### config.mk
export PLATFORM = sky130hd
export DESIGN_NAME = acc_job_scheduler_flat
export DESIGN_NICKNAME = d
export VERILOG_FILES = /design/src/rtl/acc_job_scheduler_pkg.sv /design/src/rtl/acc_job_scheduler_if.sv /design/src/rtl/acc_job_scheduler_rr.sv /design/src/rtl/acc_job_scheduler.sv /design/src/flat_wrapper.sv
export SDC_FILE = /design/constraint.sdc
export NUM_CORES = 1
export LEC_CHECK = 0
export BUFFER_PORTS_ARGS = -buffer_cell sky130_fd_sc_hd__buf_2
export CORE_MARGIN = 10
export CORE_UTILIZATION = 40
export CTS_CLUSTER_DIAMETER = 150
export DETAILED_ROUTE_END_ITERATION = 7
export PLACE_DENSITY = 0.65
export RECOVER_POWER = 100
export SYNTH_ARGS = -nofsm -noshare
export SYNTH_HDL_FRONTEND = slang
export SYNTH_SLANG_ARGS = --single-unit
### constraint.sdc
create_clock -name clk -period 2.4 [get_ports clk]
set_input_delay 0.48 -clock clk [delete_from_list [all_inputs] [get_ports clk]]
set_output_delay 0.48 -clock clk [all_outputs]
set_load 0.01 [all_outputs]
### src/rtl/acc_job_scheduler_pkg.sv
// Shared types and constants for the accelerator job scheduler.
package acc_job_scheduler_pkg;

    typedef enum logic [2:0] {
        IDLE       = 3'd0,
        DRIVE      = 3'd1,
        RELEASE    = 3'd2,
        WAIT_START = 3'd3,
        WAIT_BUSY  = 3'd4,
        WAIT_DONE  = 3'd5
    } state_t;

    localparam int LAST_BYTE = 2;
    localparam int JOB_W     = 24;

endpackage

### src/rtl/acc_job_scheduler_if.sv
// Requester and input-wrapper signals of the scheduler; master is the scheduler side.
interface acc_job_scheduler_if #(
    parameter int N_REQ = 2,
    parameter int IDW   = 2
);
    import acc_job_scheduler_pkg::*;

    logic [N_REQ-1:0]    req;
    logic [16*N_REQ-1:0] job_x;
    logic [8*N_REQ-1:0]  job_y;
    logic [N_REQ-1:0]    gnt;
    logic [N_REQ-1:0]    done;
    logic [IDW-1:0]      owner;
    logic                busy;
    logic [7:0]          bus;
    logic                drdy;
    logic                dac;
    logic                acc_start;
    logic                acc_ready;
    logic [15:0]         job_count;

    modport master (
        input  req, job_x, job_y, dac, acc_start, acc_ready,
        output gnt, done, owner, busy, bus, drdy, job_count
    );

    modport slave (
        output req, job_x, job_y, dac, acc_start, acc_ready,
        input  gnt, done, owner, busy, bus, drdy, job_count
    );

endinterface

### src/rtl/acc_job_scheduler_rr.sv
// Combinational round-robin pick: first request found searching from i_last+1 with wrap.
module rr_arbiter_n #(
    parameter int N_REQ = 2,
    parameter int IDW   = 2
) (
    input  logic [N_REQ-1:0] i_req,
    input  logic [IDW-1:0]   i_last,
    output logic [N_REQ-1:0] o_gnt,
    output logic [IDW-1:0]   o_idx,
    output logic             o_any
);

    // Walk distances from farthest to nearest so the nearest requester overwrites.
    always_comb begin
        o_gnt = '0;
        o_idx = '0;
        o_any = 1'b0;
        for (int k = N_REQ; k >= 1; k--) begin
            for (int c = 0; c < N_REQ; c++) begin
                if (i_req[c] && (c == ((int'(i_last) + k) % N_REQ))) begin
                    o_gnt    = '0;
                    o_gnt[c] = 1'b1;
                    o_idx    = c[IDW-1:0];
                    o_any    = 1'b1;
                end
            end
        end
    end

endmodule

### src/rtl/acc_job_scheduler.sv
// Arbitrates N_REQ requesters, streams the winning job as three bytes over drdy/dac,
// then follows the accelerator start/ready sequence and pulses done to the owner.
module acc_job_scheduler
    import acc_job_scheduler_pkg::*;
#(
    parameter int N_REQ = 2,
    parameter int IDW   = 2
) (
    input  logic                clk,
    input  logic                rst,
    acc_job_scheduler_if.master sif
);

    state_t             r_state,     w_state_nxt;
    logic [IDW-1:0]     r_last,      w_last_nxt;
    logic [IDW-1:0]     r_owner,     w_owner_nxt;
    logic [N_REQ-1:0]   r_gnt,       w_gnt_nxt;
    logic [N_REQ-1:0]   r_done,      w_done_nxt;
    logic               r_busy,      w_busy_nxt;
    logic               r_drdy,      w_drdy_nxt;
    logic [7:0]         r_bus,       w_bus_nxt;
    logic [JOB_W-1:0]   r_shift,     w_shift_nxt;
    logic [1:0]         r_byte_idx,  w_byte_idx_nxt;
    logic [15:0]        r_job_count, w_job_count_nxt;

    logic [N_REQ-1:0]   w_arb_gnt;
    logic [IDW-1:0]     w_arb_idx;
    logic               w_arb_any;
    logic [JOB_W-1:0]   w_job;

    rr_arbiter_n #(.N_REQ(N_REQ), .IDW(IDW)) u_arb (
        .i_req  (sif.req),
        .i_last (r_last),
        .o_gnt  (w_arb_gnt),
        .o_idx  (w_arb_idx),
        .o_any  (w_arb_any)
    );

    // Job word laid out so the shift register emits x_lo, x_hi, y in order.
    always_comb begin
        w_job = '0;
        for (int c = 0; c < N_REQ; c++) begin
            if (w_arb_gnt[c]) begin
                w_job = {sif.job_y[8*c +: 8], sif.job_x[16*c +: 16]};
            end
        end
    end

    always_comb begin
        w_state_nxt     = r_state;
        w_last_nxt      = r_last;
        w_owner_nxt     = r_owner;
        w_gnt_nxt       = '0;
        w_done_nxt      = '0;
        w_busy_nxt      = r_busy;
        w_drdy_nxt      = r_drdy;
        w_bus_nxt       = r_bus;
        w_shift_nxt     = r_shift;
        w_byte_idx_nxt  = r_byte_idx;
        w_job_count_nxt = r_job_count;
        case (r_state)
            IDLE: begin
                if (w_arb_any) begin
                    w_shift_nxt    = w_job;
                    w_bus_nxt      = w_job[7:0];
                    w_drdy_nxt     = 1'b1;
                    w_owner_nxt    = w_arb_idx;
                    w_last_nxt     = w_arb_idx;
                    w_gnt_nxt      = w_arb_gnt;
                    w_busy_nxt     = 1'b1;
                    w_byte_idx_nxt = '0;
                    w_state_nxt    = DRIVE;
                end
            end
            DRIVE: begin
                if (sif.dac) begin
                    w_drdy_nxt  = 1'b0;
                    w_state_nxt = RELEASE;
                end
            end
            RELEASE: begin
                if (!sif.dac) begin
                    if (r_byte_idx == 2'(LAST_BYTE)) begin
                        w_state_nxt = WAIT_START;
                    end else begin
                        w_shift_nxt    = r_shift >> 8;
                        w_bus_nxt      = r_shift[15:8];
                        w_byte_idx_nxt = r_byte_idx + 2'd1;
                        w_drdy_nxt     = 1'b1;
                        w_state_nxt    = DRIVE;
                    end
                end
            end
            WAIT_START: begin
                if (sif.acc_start) w_state_nxt = WAIT_BUSY;
            end
            WAIT_BUSY: begin
                if (!sif.acc_start) w_state_nxt = WAIT_DONE;
            end
            WAIT_DONE: begin
                if (sif.acc_ready) begin
                    for (int c = 0; c < N_REQ; c++) begin
                        if (r_owner == c[IDW-1:0]) w_done_nxt[c] = 1'b1;
                    end
                    w_busy_nxt = 1'b0;
                    if (r_job_count != 16'hFFFF) w_job_count_nxt = r_job_count + 16'd1;
                    w_state_nxt = IDLE;
                end
            end
            default: w_state_nxt = IDLE;
        endcase
    end

    always_ff @(posedge clk) begin
        if (rst) begin
            r_state     <= IDLE;
            r_last      <= IDW'(N_REQ - 1);
            r_owner     <= '0;
            r_gnt       <= '0;
            r_done      <= '0;
            r_busy      <= 1'b0;
            r_drdy      <= 1'b0;
            r_bus       <= '0;
            r_shift     <= '0;
            r_byte_idx  <= '0;
            r_job_count <= '0;
        end else begin
            r_state     <= w_state_nxt;
            r_last      <= w_last_nxt;
            r_owner     <= w_owner_nxt;
            r_gnt       <= w_gnt_nxt;
            r_done      <= w_done_nxt;
            r_busy      <= w_busy_nxt;
            r_drdy      <= w_drdy_nxt;
            r_bus       <= w_bus_nxt;
            r_shift     <= w_shift_nxt;
            r_byte_idx  <= w_byte_idx_nxt;
            r_job_count <= w_job_count_nxt;
        end
    end

    assign sif.gnt       = r_gnt;
    assign sif.done      = r_done;
    assign sif.owner     = r_owner;
    assign sif.busy      = r_busy;
    assign sif.drdy      = r_drdy;
    assign sif.bus       = r_bus;
    assign sif.job_count = r_job_count;

endmodule

### src/flat_wrapper.sv
// flat-port wrapper written by rule: the top's interface ports become plain ports
module acc_job_scheduler_flat import acc_job_scheduler_pkg::*;
#(
    parameter int N_REQ = 2,
    parameter int IDW   = 2
)
  (clk, rst, sif_req, sif_job_x, sif_job_y, sif_dac, sif_acc_start, sif_acc_ready, sif_gnt, sif_done, sif_owner, sif_busy, sif_bus, sif_drdy, sif_job_count);
  acc_job_scheduler_if #(.N_REQ(N_REQ), .IDW(IDW)) sif_i ();
  input  logic clk;
  input  logic rst;
  input wire logic [$bits(sif_i.req)-1:0] sif_req;
  input wire logic [$bits(sif_i.job_x)-1:0] sif_job_x;
  input wire logic [$bits(sif_i.job_y)-1:0] sif_job_y;
  input wire logic [$bits(sif_i.dac)-1:0] sif_dac;
  input wire logic [$bits(sif_i.acc_start)-1:0] sif_acc_start;
  input wire logic [$bits(sif_i.acc_ready)-1:0] sif_acc_ready;
  output wire logic [$bits(sif_i.gnt)-1:0] sif_gnt;
  output wire logic [$bits(sif_i.done)-1:0] sif_done;
  output wire logic [$bits(sif_i.owner)-1:0] sif_owner;
  output wire logic [$bits(sif_i.busy)-1:0] sif_busy;
  output wire logic [$bits(sif_i.bus)-1:0] sif_bus;
  output wire logic [$bits(sif_i.drdy)-1:0] sif_drdy;
  output wire logic [$bits(sif_i.job_count)-1:0] sif_job_count;
  assign sif_i.req = sif_req;
  assign sif_i.job_x = sif_job_x;
  assign sif_i.job_y = sif_job_y;
  assign sif_i.dac = sif_dac;
  assign sif_i.acc_start = sif_acc_start;
  assign sif_i.acc_ready = sif_acc_ready;
  assign sif_gnt = sif_i.gnt;
  assign sif_done = sif_i.done;
  assign sif_owner = sif_i.owner;
  assign sif_busy = sif_i.busy;
  assign sif_bus = sif_i.bus;
  assign sif_drdy = sif_i.drdy;
  assign sif_job_count = sif_i.job_count;
  acc_job_scheduler #(.N_REQ(N_REQ), .IDW(IDW)) u_core (.clk(clk), .rst(rst), .sif(sif_i));
endmodule
== Word-level counts from Yosys, hierarchy flattened ==
Index checks and enable logic that the tools add are counted.
Operators by class
  $add $sub $neg: 4
  eq/ne operators: 17
  muxes and demuxes: 42
  bitwise gates (word level): 6
  reduce and logical (&&, ||, !) cells: 19
Operators with widths (number)
  $mux 24: 5
  $logic_not 32->1: 2
  $pmux 24 s2: 1
  $mux 8: 3
  $mux 2: 9
  $mux 3: 6
  $pmux 3 s6: 1
  $add 16x1->16 const B: 1
  $ne 16x16->1 const B: 1
  $pmux 8 s2: 1
  $ne 2x2->1 const B: 7
  $mux 1: 13
  $eq 3x2->1 const B: 2
  $eq 3x3->1 const B: 2
  $reduce_and 3->1: 2
  $reduce_and 6->1: 1
  $reduce_or 3->1: 2
  $reduce_and 5->1: 1
  $eq 2x2->1 const A: 2
  $logic_and 1x1->1: 4
  $not 1->1: 4
  $pmux 2 s2: 1
  $reduce_and 4->1: 1
  $reduce_bool 2->1: 2
  other kinds (12): 14
Storage, ports and cells
  bits in registers: 62
  input bits: 55
  output and inout port bits: 32
  logic and storage cells: 99

== Depth between registers and ports, before layout ==
  word-level depth: 12
  gate-level depth with buffers: 8
  depth with buffers taken out: 6

== Hierarchy ==
Synthesis repeated with hierarchy kept, for this count alone.
Unflattened totals
  cell total of the unflattened synthesis: 313
  area, all modules: 2680.1 µm²
Modules (own cells, without submodules)
  acc_job_scheduler: instances 1, cells an instance 306, area an instance 2636.3 µm², sequential area each 1081.0 µm²
  rr_arbiter_n: instances 1, cells an instance 7, area an instance 43.8 µm², sequential area each 0.0 µm²

== Worst setup path before layout ==
Ideal clock, no wire load.
  path type: register to register
  start point: register u_core.r_job_count[0] (netlist: u_core.sif.job_count[0])
  end point: register u_core.r_job_count[14] (netlist: u_core.sif.job_count[14])
  arrival: 1.820 ns
  slack: 0.456 ns
  stages on the path, launching flop included: 6
  buffers on the path: 0
  period minus slack after synthesis: 1.944 ns
  cell sequence: dfxtp_1 > ha_1 > nand4_1 > or3_4 > nor4_1 > mux2_1
On the way
  longest elaborated chain between the ends: 2
  elaborated cells between the ends (all ways): 3
  those cells by class: add/sub: 1; eq/ne: 1; reduce/logical: 1
Ends and longest elaborated chain
  from (decl): line acc_job_scheduler.sv:24  | logic [15:0] r_job_count, w_job_count_nxt;
  from (signal assigned): line acc_job_scheduler.sv:138  | r_job_count <= w_job_count_nxt;
  parallel branches: the longest is 2 deep, another holds $add 16x1->16
Parallel ways; which one is timed is not known.
A chain may end at the register's enable or synchronous reset.

== Worst setup path in the final report ==
  start point: register u_core.r_byte_idx[0]
  end point: register u_core.r_shift[12]
On the way
  longest elaborated chain between the ends: 3
Ends and longest elaborated chain
  from (decl): line acc_job_scheduler.sv:23  | logic [1:0] r_byte_idx, w_byte_idx_nxt;
  from (signal assigned): line acc_job_scheduler.sv:137  | r_byte_idx <= w_byte_idx_nxt;
  $eq 2x2->1: line acc_job_scheduler.sv:83  | if (r_byte_idx == 2'(LAST_BYTE)) begin
  $ne 2x2->1 (no line)
  $reduce_and 4->1 (no line)
  to (signal assigned): line acc_job_scheduler.sv:136  | r_shift <= w_shift_nxt;
  to (decl): line acc_job_scheduler.sv:22  | logic [JOB_W-1:0] r_shift, w_shift_nxt;
Every way passes these cells.

==> impl_results.md <==
- Status: complete, no violations
- Initial antenna violation count: 0
- CTS-repair resized insts: 0
- Clock Skews: 0.009922 ns
- Highest clock rate: between 400 and 500 MHz
- CTS tree: done
- Starting Density: 41.75%
- Commonest cells after routing, fill and taps aside: buf_2 (54), dfxtp_1 (53), clkbuf_1 (34)
- Area growth, synth to finish: 17.50%
- Worst Path Max Fanout: 14
- Critical Path RT: 2.64 ns
- Final Util: 49.06%
- Final WS setup: between 0.2 and 0.25 ns
- H-tree Lvls: 2
- Max-cap viol count: 0
- Iter 0 DRT Violations: about 100
- Largest net degree at the start of global routing: 35
- PwrDens: 613.0 nW/um^2
- Pre-antenna DRT Iters: 4
- Drc violations: 0
- Synth Area per Inst: between 8 and 9 um^2
- Ys Warns: 0
- Vias in the first global route: 2442
- Hpwl dp: 5.275 mm
- Mapped Area: 2681 um^2
- Post-CTS Setup Bufs: 0
- Setup slack after placement: roughly 0.35 ns
- Critical Path Sink Type: flip-flop
- Die height: a little over 100 um
- Nets@finish: roughly 440
- Clock Sinks: 53
- Worst hold path class: in2reg
- Routed Antenna Nets: 0
- Worst vdd ir: around 0.28 mV
- Sequential cell area fraction in the yosys report: 39.57%
- GR Overflow Total: 0
- All-Layer GR Usage: between 10% and 20%
- PortBufs: 85
- Setup TNS: 0 ns
- Max-slew violations: 0
- Longest Clk Path Bufs: 2
- CP arrival: 2.39 ns
- Post-CTS Hold Fix Bufs: 0
- Vias: 2524
- Rows: 29
- Clock transition at the registers of the reported paths: 0.10 ns
- Worst-Margin Slew: about 0.61 ns
- Antenna cells: 0
- Setup CP Type: reg2reg
- Num CTS Buffers: 5
- Layout cell share with drive strength beyond 1: 19.37%
- Hold Violations, Final: 0
- Tmin final: 2.151 ns
- Commonest non-fill, non-tap cell in the layout: buf_2
- Cells after synthesis: 316
- Die area: 10380 um^2
- Crit start category: flip-flop
- DRT Wirelength: 7.112 mm
- DR WL/cell: 15.49 um
- Routability cong.: roughly 0.75
- First-pass GRT wire length: ~12 mm
- CTS root buf: clkbuf_8
- Main synth FF type: dfxtp_1
- P_leak: 1.187 nW
- EDFF count, synth: 0
- Post-synth cell types: 46
- Post-Syn Nets: ~370
- Period utilization: 89.62%
- RSZ-0062 raised after global routing: false
- IO Pins: 87
- Hold Slack: 0.4284 ns
- Yosys reg bits: 53
- Most common cell on crit path: a211o_1
- Die Wd: 101.9 um
- Slew headroom: ~60%
- Setup violators final: 0
- CP max stage delay: ~0.37 ns
- Via density: 5.499
- FILL cells: ~640
- CP max stage cell: or3b_1
- Core Area: 6422 um^2
- Clock Latency Late Sink: 0.31 ns
- Critical path cell sequence: inv_1 -> ha_1 -> or3b_1 -> a211o_1 -> clkbuf_1 -> a211o_1 -> a21oi_1
- FFs w/ async S/R, synth: 0%
synthesized netlist by cell type, types with 2 or more instances:
master | instances | share of area [%]
nor3_1 | 4 | 0.75
a32oi_1 | 24 | 7.8
inv_1 | 4 | 0.56
nand4_1 | 5 | 1.2
dfxtp_1 | 53 | 40
nand2_1 | 25 | 3.5
nand2b_1 | 2 | 0.47
a211o_1 | 18 | 5.9
ha_1 | 2 | 0.93
a2bb2oi_1 | 8 | 2.6
a21oi_1 | 33 | 6.2
a211oi_1 | 2 | 0.56
buf_6 | 3 | 1.3
or3_1 | 8 | 1.9
clkbuf_1 | 23 | 3.2
nor2b_1 | 3 | 0.70
buf_4 | 9 | 2.5
nor3b_1 | 2 | 0.56
nor2_1 | 33 | 4.6
o21ai_1 | 4 | 0.75
buf_2 | 3 | 0.56
or4_1 | 6 | 1.7
o21ai_0 | 5 | 0.93
nand3_1 | 5 | 0.93
or3b_1 | 2 | 0.65
mux2i_1 | 4 | 1.5
nor4_1 | 2 | 0.47
o31ai_1 | 6 | 1.7
registers in the layout, summed over array words and instances, names as in the netlist:
name and flops:
u_core.r_last 1, u_core.sif.drdy 1, u_core.sif.gnt 2, u_core.sif.owner 1, u_core.r_byte_idx 2, u_core.r_state 3
u_core.sif.busy 1, u_core.sif.job_count 16, u_core.sif.done 2, u_core.r_shift 24
metrics by stage:
stage               cells  power [mW]  area (um^2)
floorplan             316       1.231         2681
CTS                   459       1.980         3219
global placement      451       1.327         3099
detailed placement    451       1.333         3099
finish                459       1.931         3151
global route          459       2.035         3151
layout make-up:
class / instances / area (um^2) / share of cell area [%]
Clock inverter: 2 / 37.54 / 1.191
Multi-Input combinational cell: 220 / 1380 / 43.80
Timing Repair Buffer: 97 / 478.0 / 15.17
Clock buffer: 6 / 82.58 / 2.621
Tap cell: 77 / 96.34 / 3.058
Sequential cell: 53 / 1061 / 33.68
Inverter: 4 / 15.01 / 0.4766
final timing paths:
path,start,end,slack (ns),depth (start not counted)
worst max-delay path,u_core.r_byte_idx[0]$_SDFFE_PP0P_,u_core.r_shift[12]$_SDFFE_PP0P_,0.25,7
worst min-delay path,sif_acc_start,u_core.r_state[1]$_SDFFE_PP0P_,0.43,2
worst min register to register,u_core.r_shift[2]$_SDFFE_PP0P_,u_core.r_shift[2]$_SDFFE_PP0P_,0.46,2
worst max register to register,u_core.r_byte_idx[0]$_SDFFE_PP0P_,u_core.r_shift[12]$_SDFFE_PP0P_,0.25,7
critical path: cells and delay by family, from the launching register on:
family | cells | cell delay, ns
AO/OA/AOI/OAI | 3 | 0.78
AND/OR/NAND/NOR | 1 | 0.37
flip-flops | 1 | 0.36
buffers and inverters | 2 | 0.36
adder cells (fa/ha/maj) | 1 | 0.21
where the power goes:
group          leakage, nW  internal, mW  switching (mW)  total [mW]
Sequential           0.432         0.930          0.0288       0.958
Combinational        0.698         0.154           0.189       0.342
Clock               0.0574         0.339           0.291       0.631
Total                 1.19          1.42           0.509        1.93
logic make-up after synthesis:
family | share of synthesized area, %
xor gates and xnor gates | 0.3267
AOI/OAI and AO/OA | 28.65
muxes | 1.913
other | 0.1399
and+or+nand+nor | 20.21
buffers and inverters | 8.259
adders and majority gates | 0.9331
DFF | 39.57
per-layer routing:
layer	wire [um]	up-vias	track usage [%]	share of wire, %
met3	393	6	3.644	5.5
met5	0	-	0	0
met2	3157	60	21.07	44
li1	-	1306	-	-
met4	75	0	4.230	1.1
met1	3485	1152	18.09	49
(Power assumes the default switching activity.)
